**config.mk**
```make
export PLATFORM = sky130hd
export DESIGN_NAME = boss_shot_tracker
export DESIGN_NICKNAME = d
export VERILOG_FILES = /design/src/rtl/boss_shot_tracker.sv
export SDC_FILE = /design/constraint.sdc
export NUM_CORES = 1
export LEC_CHECK = 0
export CAP_MARGIN = 20
export CORE_UTILIZATION = 35
export DETAILED_ROUTE_END_ITERATION = 8
export PLACE_DENSITY = 0.6
export SETUP_SLACK_MARGIN = 0.15
export SLEW_MARGIN = 20
export SYNTH_ARGS = -nofsm -noshare
export SYNTH_HDL_FRONTEND = slang
export SYNTH_SLANG_ARGS = --single-unit
```
**constraint.sdc**
```tcl
create_clock -name clk -period 9.1 [get_ports clk]
set_clock_uncertainty 0.1 [all_clocks]
set_input_delay 2.73 -clock clk [delete_from_list [all_inputs] [get_ports clk]]
set_output_delay 2.73 -clock clk [all_outputs]
set_load 0.03 [all_outputs]
```
**src/rtl/boss_shot_tracker.sv**
```systemverilog
// Player-shot manager: spawns shots on fire, advances them once per frame, pulses is_hit on boss
// contact and drives the shot pixel layer. Define SHOT_AUTOFIRE_EN for held-fire autorepeat.
module boss_shot_tracker #(
  parameter int          SHOT_N      = 8,
  parameter int          SHOT_SPEED  = 6,
  parameter int          SPAWN_DY    = 16,
  parameter int          HIT_HALF_W  = 24,
  parameter int          HIT_HALF_H  = 40,
  parameter int          SHOT_HALF_W = 2,
  parameter logic [11:0] SHOT_COLOR  = 12'hF8F,
  parameter int          COOLDOWN    = 4
) (
  input  logic        clk,
  input  logic        reset,
  input  logic        frame_tick,
  input  logic        fire,
  input  logic [9:0]  player_x,
  input  logic [9:0]  player_y,
  input  logic [9:0]  boss_x,
  input  logic [9:0]  boss_y,
  input  logic        boss_die,
  input  logic [9:0]  x,
  input  logic [9:0]  y,
  output logic        is_hit,
  output logic [15:0] hit_count,
  output logic        shot_on,
  output logic [11:0] shot_rgb,
  output logic        busy
);

  localparam int               IDX_W    = $clog2(SHOT_N);
  localparam logic [IDX_W-1:0] LAST_IDX = IDX_W'(SHOT_N - 1);

  if (SHOT_N < 2 || SHOT_N > 16 || COOLDOWN < 1) begin : g_bad_param
    $error("boss_shot_tracker: SHOT_N must be 2..16 and COOLDOWN at least 1");
  end

  typedef enum logic [1:0] {IDLE, SCAN, SPAWN} state_e;

  state_e            state_q;
  logic [IDX_W-1:0]  idx_q;
  logic [SHOT_N-1:0] active_q;
  logic [9:0]        sx_q [SHOT_N];
  logic [9:0]        sy_q [SHOT_N];
  logic              is_hit_q;
  logic [15:0]       hit_count_q;
  logic              busy_q;

  logic [9:0]        cur_sx;
  logic [9:0]        cur_sy;
  logic [9:0]        new_sy;
  logic [9:0]        spawn_sy;
  logic              retire;
  logic              hit;
  logic              spawn_req;
  logic              free_found;
  logic [IDX_W-1:0]  free_idx;
  logic              do_spawn;

  // Slot under scan and its next position.
  assign cur_sx = sx_q[idx_q];
  assign cur_sy = sy_q[idx_q];
  assign retire = cur_sy < 10'(SHOT_SPEED);
  assign new_sy = cur_sy - 10'(SHOT_SPEED);

  // 11-bit sums so the "+ half size" terms cannot wrap near the screen edges.
  assign hit = ({1'b0, cur_sx} + 11'(HIT_HALF_W) >= {1'b0, boss_x}) &&
               ({1'b0, cur_sx} <= {1'b0, boss_x} + 11'(HIT_HALF_W)) &&
               ({1'b0, new_sy} + 11'(HIT_HALF_H) >= {1'b0, boss_y}) &&
               ({1'b0, new_sy} <= {1'b0, boss_y} + 11'(HIT_HALF_H));

  assign spawn_sy = (player_y < 10'(SPAWN_DY)) ? 10'd0 : player_y - 10'(SPAWN_DY);
  assign do_spawn = (state_q == SPAWN) && spawn_req && free_found;

  // Lowest-index inactive slot: scan downwards so the lowest hit is written last.
  always_comb begin
    // NOTE: every output of a combinational block gets a default first, so no path infers a latch.
    free_found = 1'b0;
    free_idx   = '0;
    for (int i = SHOT_N - 1; i >= 0; i--) begin
      if (!active_q[i]) begin
        free_found = 1'b1;
        free_idx   = IDX_W'(i);
      end
    end
  end

`ifdef SHOT_AUTOFIRE_EN
  localparam int CD_W = $clog2(COOLDOWN + 1);

  logic [CD_W-1:0] cooldown_q;

  assign spawn_req = fire && (cooldown_q == '0);

  // A dropped shot leaves the cooldown untouched so the next frame retries.
  always_ff @(posedge clk) begin
    if (reset) begin
      cooldown_q <= '0;
    end else if (do_spawn) begin
      cooldown_q <= CD_W'(COOLDOWN);
    end else if (frame_tick && cooldown_q != '0) begin
      cooldown_q <= cooldown_q - 1'b1;
    end
  end
`else
  logic fire_q;
  logic pending_q;
  logic pending_d;

  // SPAWN consumes the request; an edge in that same cycle belongs to the next frame.
  always_comb begin
    pending_d = pending_q | (fire & ~fire_q);
    if (state_q == SPAWN) pending_d = fire & ~fire_q;
  end

  assign spawn_req = pending_q;

  always_ff @(posedge clk) begin
    if (reset) begin
      fire_q    <= 1'b0;
      pending_q <= 1'b0;
    end else begin
      fire_q    <= fire;
      pending_q <= pending_d;
    end
  end
`endif

  // NOTE: sequential state uses non-blocking assignments only, so every register samples pre-edge values.
  always_ff @(posedge clk) begin
    if (reset) begin
      state_q     <= IDLE;
      idx_q       <= '0;
      active_q    <= '0;
      is_hit_q    <= 1'b0;
      hit_count_q <= '0;
      busy_q      <= 1'b0;
    end else begin
      is_hit_q <= 1'b0;
      unique case (state_q)
        IDLE: begin
          if (frame_tick) begin
            state_q <= SCAN;
            idx_q   <= '0;
            busy_q  <= 1'b1;
          end
        end
        SCAN: begin
          if (active_q[idx_q]) begin
            if (retire) begin
              active_q[idx_q] <= 1'b0;
            end else if (hit && !boss_die) begin
              active_q[idx_q] <= 1'b0;
              is_hit_q        <= 1'b1;
              hit_count_q     <= hit_count_q + 16'd1;
            end
          end
          if (idx_q == LAST_IDX) state_q <= SPAWN;
          else                   idx_q   <= idx_q + 1'b1;
        end
        SPAWN: begin
          if (do_spawn) active_q[free_idx] <= 1'b1;
          state_q <= IDLE;
          busy_q  <= 1'b0;
        end
        default: begin
          state_q <= IDLE;
          busy_q  <= 1'b0;
        end
      endcase
    end
  end

  // NOTE: positions are a storage array with no reset; active_q alone decides whether a slot matters.
  always_ff @(posedge clk) begin
    if (state_q == SCAN && active_q[idx_q] && !retire) begin
      sy_q[idx_q] <= new_sy;
    end else if (do_spawn) begin
      sx_q[free_idx] <= player_x;
      sy_q[free_idx] <= spawn_sy;
    end
  end

  function automatic logic [9:0] abs_diff(input logic [9:0] a, input logic [9:0] b);
    return (a >= b) ? a - b : b - a;
  endfunction

  always_comb begin
    shot_on = 1'b0;
    for (int i = 0; i < SHOT_N; i++) begin
      if (active_q[i] && abs_diff(x, sx_q[i]) <= 10'(SHOT_HALF_W) && abs_diff(y, sy_q[i]) <= 10'd4)
        shot_on = 1'b1;
    end
  end

  assign is_hit    = is_hit_q;
  assign hit_count = hit_count_q;
  assign busy      = busy_q;
  assign shot_rgb  = SHOT_COLOR;

endmodule

```
==> results_dict.tcl <==
set metrics [dict create \
    setup-violations-final 1 \
    syn_to_final_growth_pct 38.5 \
    worstMarginPinSlew_ns 1.13 \
    p_leak_nw 14.1 \
    r2r_setup_slack_ns 2.83 \
    rsz0062_at_grt "yes" \
    yosysTopAreaCell "edfxtp_1" \
    synth_edf_count 160 \
    first_pass_iters 6 \
    synth-seq-area-share_pct 24.3 \
    required_ns 6.27 \
    fin_nets 3708 \
    ys_types 92 \
    multi_input_area_mm2 0.0171 \
    start_util_pct 35.4 \
    final_max_slew_viol_count 0 \
    worstPathArrival_ns 6.50 \
    hold_end "hit_count[15]$_SDFFE_PP0P_" \
    async_reset_ff_share_pct 0 \
    power_density_mw_per_mm2 89.3 \
    setup_ws_ns -0.231 \
    syn_inst 2572 \
    synth.area.top_cells "edfxtp_1 (21%), ha_1 (19%), inv_1 (4.8%)" \
    clockRootBuffer "clkbuf_16" \
    peakVddDrop_mv 0.106 \
    cts.clk_slew.worst_paths_ns 0.07 \
    swShare_pct 34.4 \
    fillCellCount 5915 \
    hold_path.class "reg -> reg" \
    relSlewSlack_pct 24.1 \
    holdPathStages 2 \
    drt_iter0_markers 1956 \
    crit-reg2reg-capture "hit_count[13]$_SDFFE_PP0P_" \
    grt_pass1_vias 22900 \
    min_from "hit_count[15]$_SDFFE_PP0P_" \
    combPwrFrac_pct 38.0 \
    die_width_um 257 \
    synth_area_per_cell_um2 8.85 \
    grt_usage_pct 26.6 \
    fmax_ghz 0.107 \
    reg2reg_depth 16 \
    detailed_place_hpwl_mm 72.5 \
    status "finished, violations left" \
    drcViolationCount 0 \
    period_share_pct 103 \
    post_drt_wl_per_cell_um 21.6 \
    crit_path_start_kind "input port" \
    cts.htree.levels 4 \
    worst-path-max-fanout 6 \
    die_y_um 257 \
    core-area_mm2 0.0643 \
    grt_pass1_wl_mm 134 \
    syn_area_mm2 0.0228 \
    end_kind "output pin" \
    cts_buffers 17 \
    pre_cts_slack_ns -1.15 \
    p_switching_mw 0.970 \
    rows 93 \
    pwr-share-seq_pct 35.0 \
    drive_gt1_share_pct 30.5 \
    synth-seq-cells 196 \
    ios 96 \
    clk_path_buf_depth 2 \
    finalInstanceArea_mm2 0.0315 \
    wl_mm 89.8 \
    gp_congestion 0.976 \
    vias 23100 \
    hold_viol_final 0 \
    place_area_mm2 0.0290 \
    cts_tree "done" \
    timing.setup.tns_ns -0.231 \
    pwr-share-clk_pct 27.0 \
    synthFlopType "edfxtp_1" \
    worstSkewPairLatency_ns 0.47 \
    clock-sinks 196 \
    grt_max_degree 28 \
    violations "setup timing" \
    ant_nets 0 \
    synth_warnings 0 \
    die_area_mm2 0.0661 \
    critical_path_class "in -> out" \
    drv_cap 0 \
    vias_per_cell 5.57 \
    seq_area_mm2 0.00553 \
    p_total_mw 2.82 \
    antenna_found_initial 1 \
    synth_top_area_share_pct 21.1 \
    grt_overflow 0 \
    p_int_mw 1.85 \
    layout_min_cycle_time_ns 9.33 \
    io_buffers 83 \
]
-- placed cells by master (no fill, tap or decap), types with 18 or more instances in the layout --
cell / count
nor2b_1: 61
o211ai_1: 22
a21oi_1: 161
nand2_1: 164
nand3_1: 53
ha_1: 308
nand2b_1: 35
nand4_1: 30
inv_1: 274
buf_6: 29
dfxtp_1: 34
or3_1: 18
xnor2_1: 77
o21a_1: 35
ha_4: 35
mux4_2: 40
and3_1: 21
buf_4: 635
edfxtp_1: 160
a31oi_1: 32
mux2_2: 25
xor2_1: 53
nor3_1: 51
clkdlybuf4s50_1: 62
a21o_1: 34
o21ai_0: 134
mux2i_1: 64
and2_1: 23
nor2_1: 127
-- cells by family after synthesis --
family / Yosys count / synth area share, %
AND/OR/NAND/NOR: 696 / 15.7
AO/OA/AOI/OAI: 673 / 19.4
buffers and inverters: 369 / 6.41
adder cells (fa/ha/maj): 363 / 20.5
flip-flops: 196 / 24.3
multiplexers: 140 / 8.52
XOR/XNOR: 133 / 5.12
other: 2 / 0.0330
-- synthesized netlist by cell type, drive strengths merged (36+ instances only) --
| library cell | count |
|---|---|
| xor2 | 53 |
| nand2 | 171 |
| nand2b | 37 |
| nor2 | 134 |
| inv | 292 |
| xnor2 | 80 |
| mux2i | 72 |
| a21oi | 178 |
| edfxtp | 160 |
| ha | 347 |
| nor3 | 62 |
| a31oi | 36 |
| nor2b | 64 |
| o21ai | 149 |
| mux4 | 40 |
| clkbuf | 46 |
| nand3 | 54 |
| dfxtp | 36 |
-- registers in the layout, summed over array words and instances, names as in the netlist, 2 cells and up, named ones only --
register	count
sy_q	80
idx_q	3
hit_count	16
state_q	2
sx_q	80
active_q	8
-- repair_timing --
action | CTS | global route
buffers inserted | 45 | 16
pin swaps | 67 | 35
gates cloned | 1 | 0
hold buffers | 0 | 0
setup endpoints to repair | 1 | 1
gates resized for setup | 288 | 55
-- worst max-delay path, cell delays in order --
cell and delay, ns:
buf_4 0.13, buf_4 0.15, buf_4 0.20, ha_1 0.23, o41a_1 0.45, or2_4 0.29, buf_6 0.14, mux2i_2 0.19
xor2_1 0.19, o211ai_1 0.18, nor4_4 0.29, buf_6 0.18, nand4_1 0.26, or4_4 0.61, o2111ai_4 0.11, buf_6 0.17
-- per-stage QoR --
stage	hold WS, ns	cells	utilization, %
after global routing	0.430	4148	49.0
after floorplan	0.369	2582	-
after detailed placement	0.388	4054	45.1
after global placement	0.377	4054	45.1
final	0.407	4149	49.0
after CTS	0.406	4132	48.3
-- how the worst max path moves through the flow --
| stage | startpoint | slack [ns] | endpoint |
|---|---|---|---|
| 2_1_floorplan | x[1] | 0.17 | shot_on |
| 3_3_place_gp | x[4] | -1.12 | shot_on |
| 3_5_place_dp | x[2] | -1.15 | shot_on |
| 4_1_cts | x[1] | -0.12 | shot_on |
| 5_1_grt | x[8] | -0.33 | shot_on |
| 6_report | x[7] | -0.23 | shot_on |
-- power by group through the flow --
stage	logic (mW)	registers [mW]	clock network, mW
after floorplan	0.509	1.00	0
after global placement	0.947	1.01	0
after detailed placement	0.956	1.01	0
after CTS	1.04	0.986	0.766
after global routing	1.15	0.987	0.798
final	1.07	0.986	0.760
-- metal layers --
| metal | part of all wire, % | up-vias | global-route usage, % |
|---|---|---|---|
| li1 | - | 10800 | - |
| met1 | 42 | 11200 | 35.1 |
| met2 | 46 | 935 | 43.3 |
| met3 | 8.2 | 147 | 4.31 |
| met4 | 3.8 | 0 | 10.6 |
| met5 | 0 | - | 0 |
-- final cells by class --
| class | count | area share [%] |
|---|---|---|
| Tap cell | 855 | 3.39 |
| Clock inverter | 15 | 0.492 |
| Inverter | 293 | 3.62 |
| Multi-Input combinational cell | 2017 | 54.1 |
| Timing Repair Buffer | 755 | 19.5 |
| Clock buffer | 17 | 1.35 |
| Sequential cell | 196 | 17.5 |
| Antenna cell | 1 | 0.00794 |
Note: power is estimated with default switching activity, not from simulation.
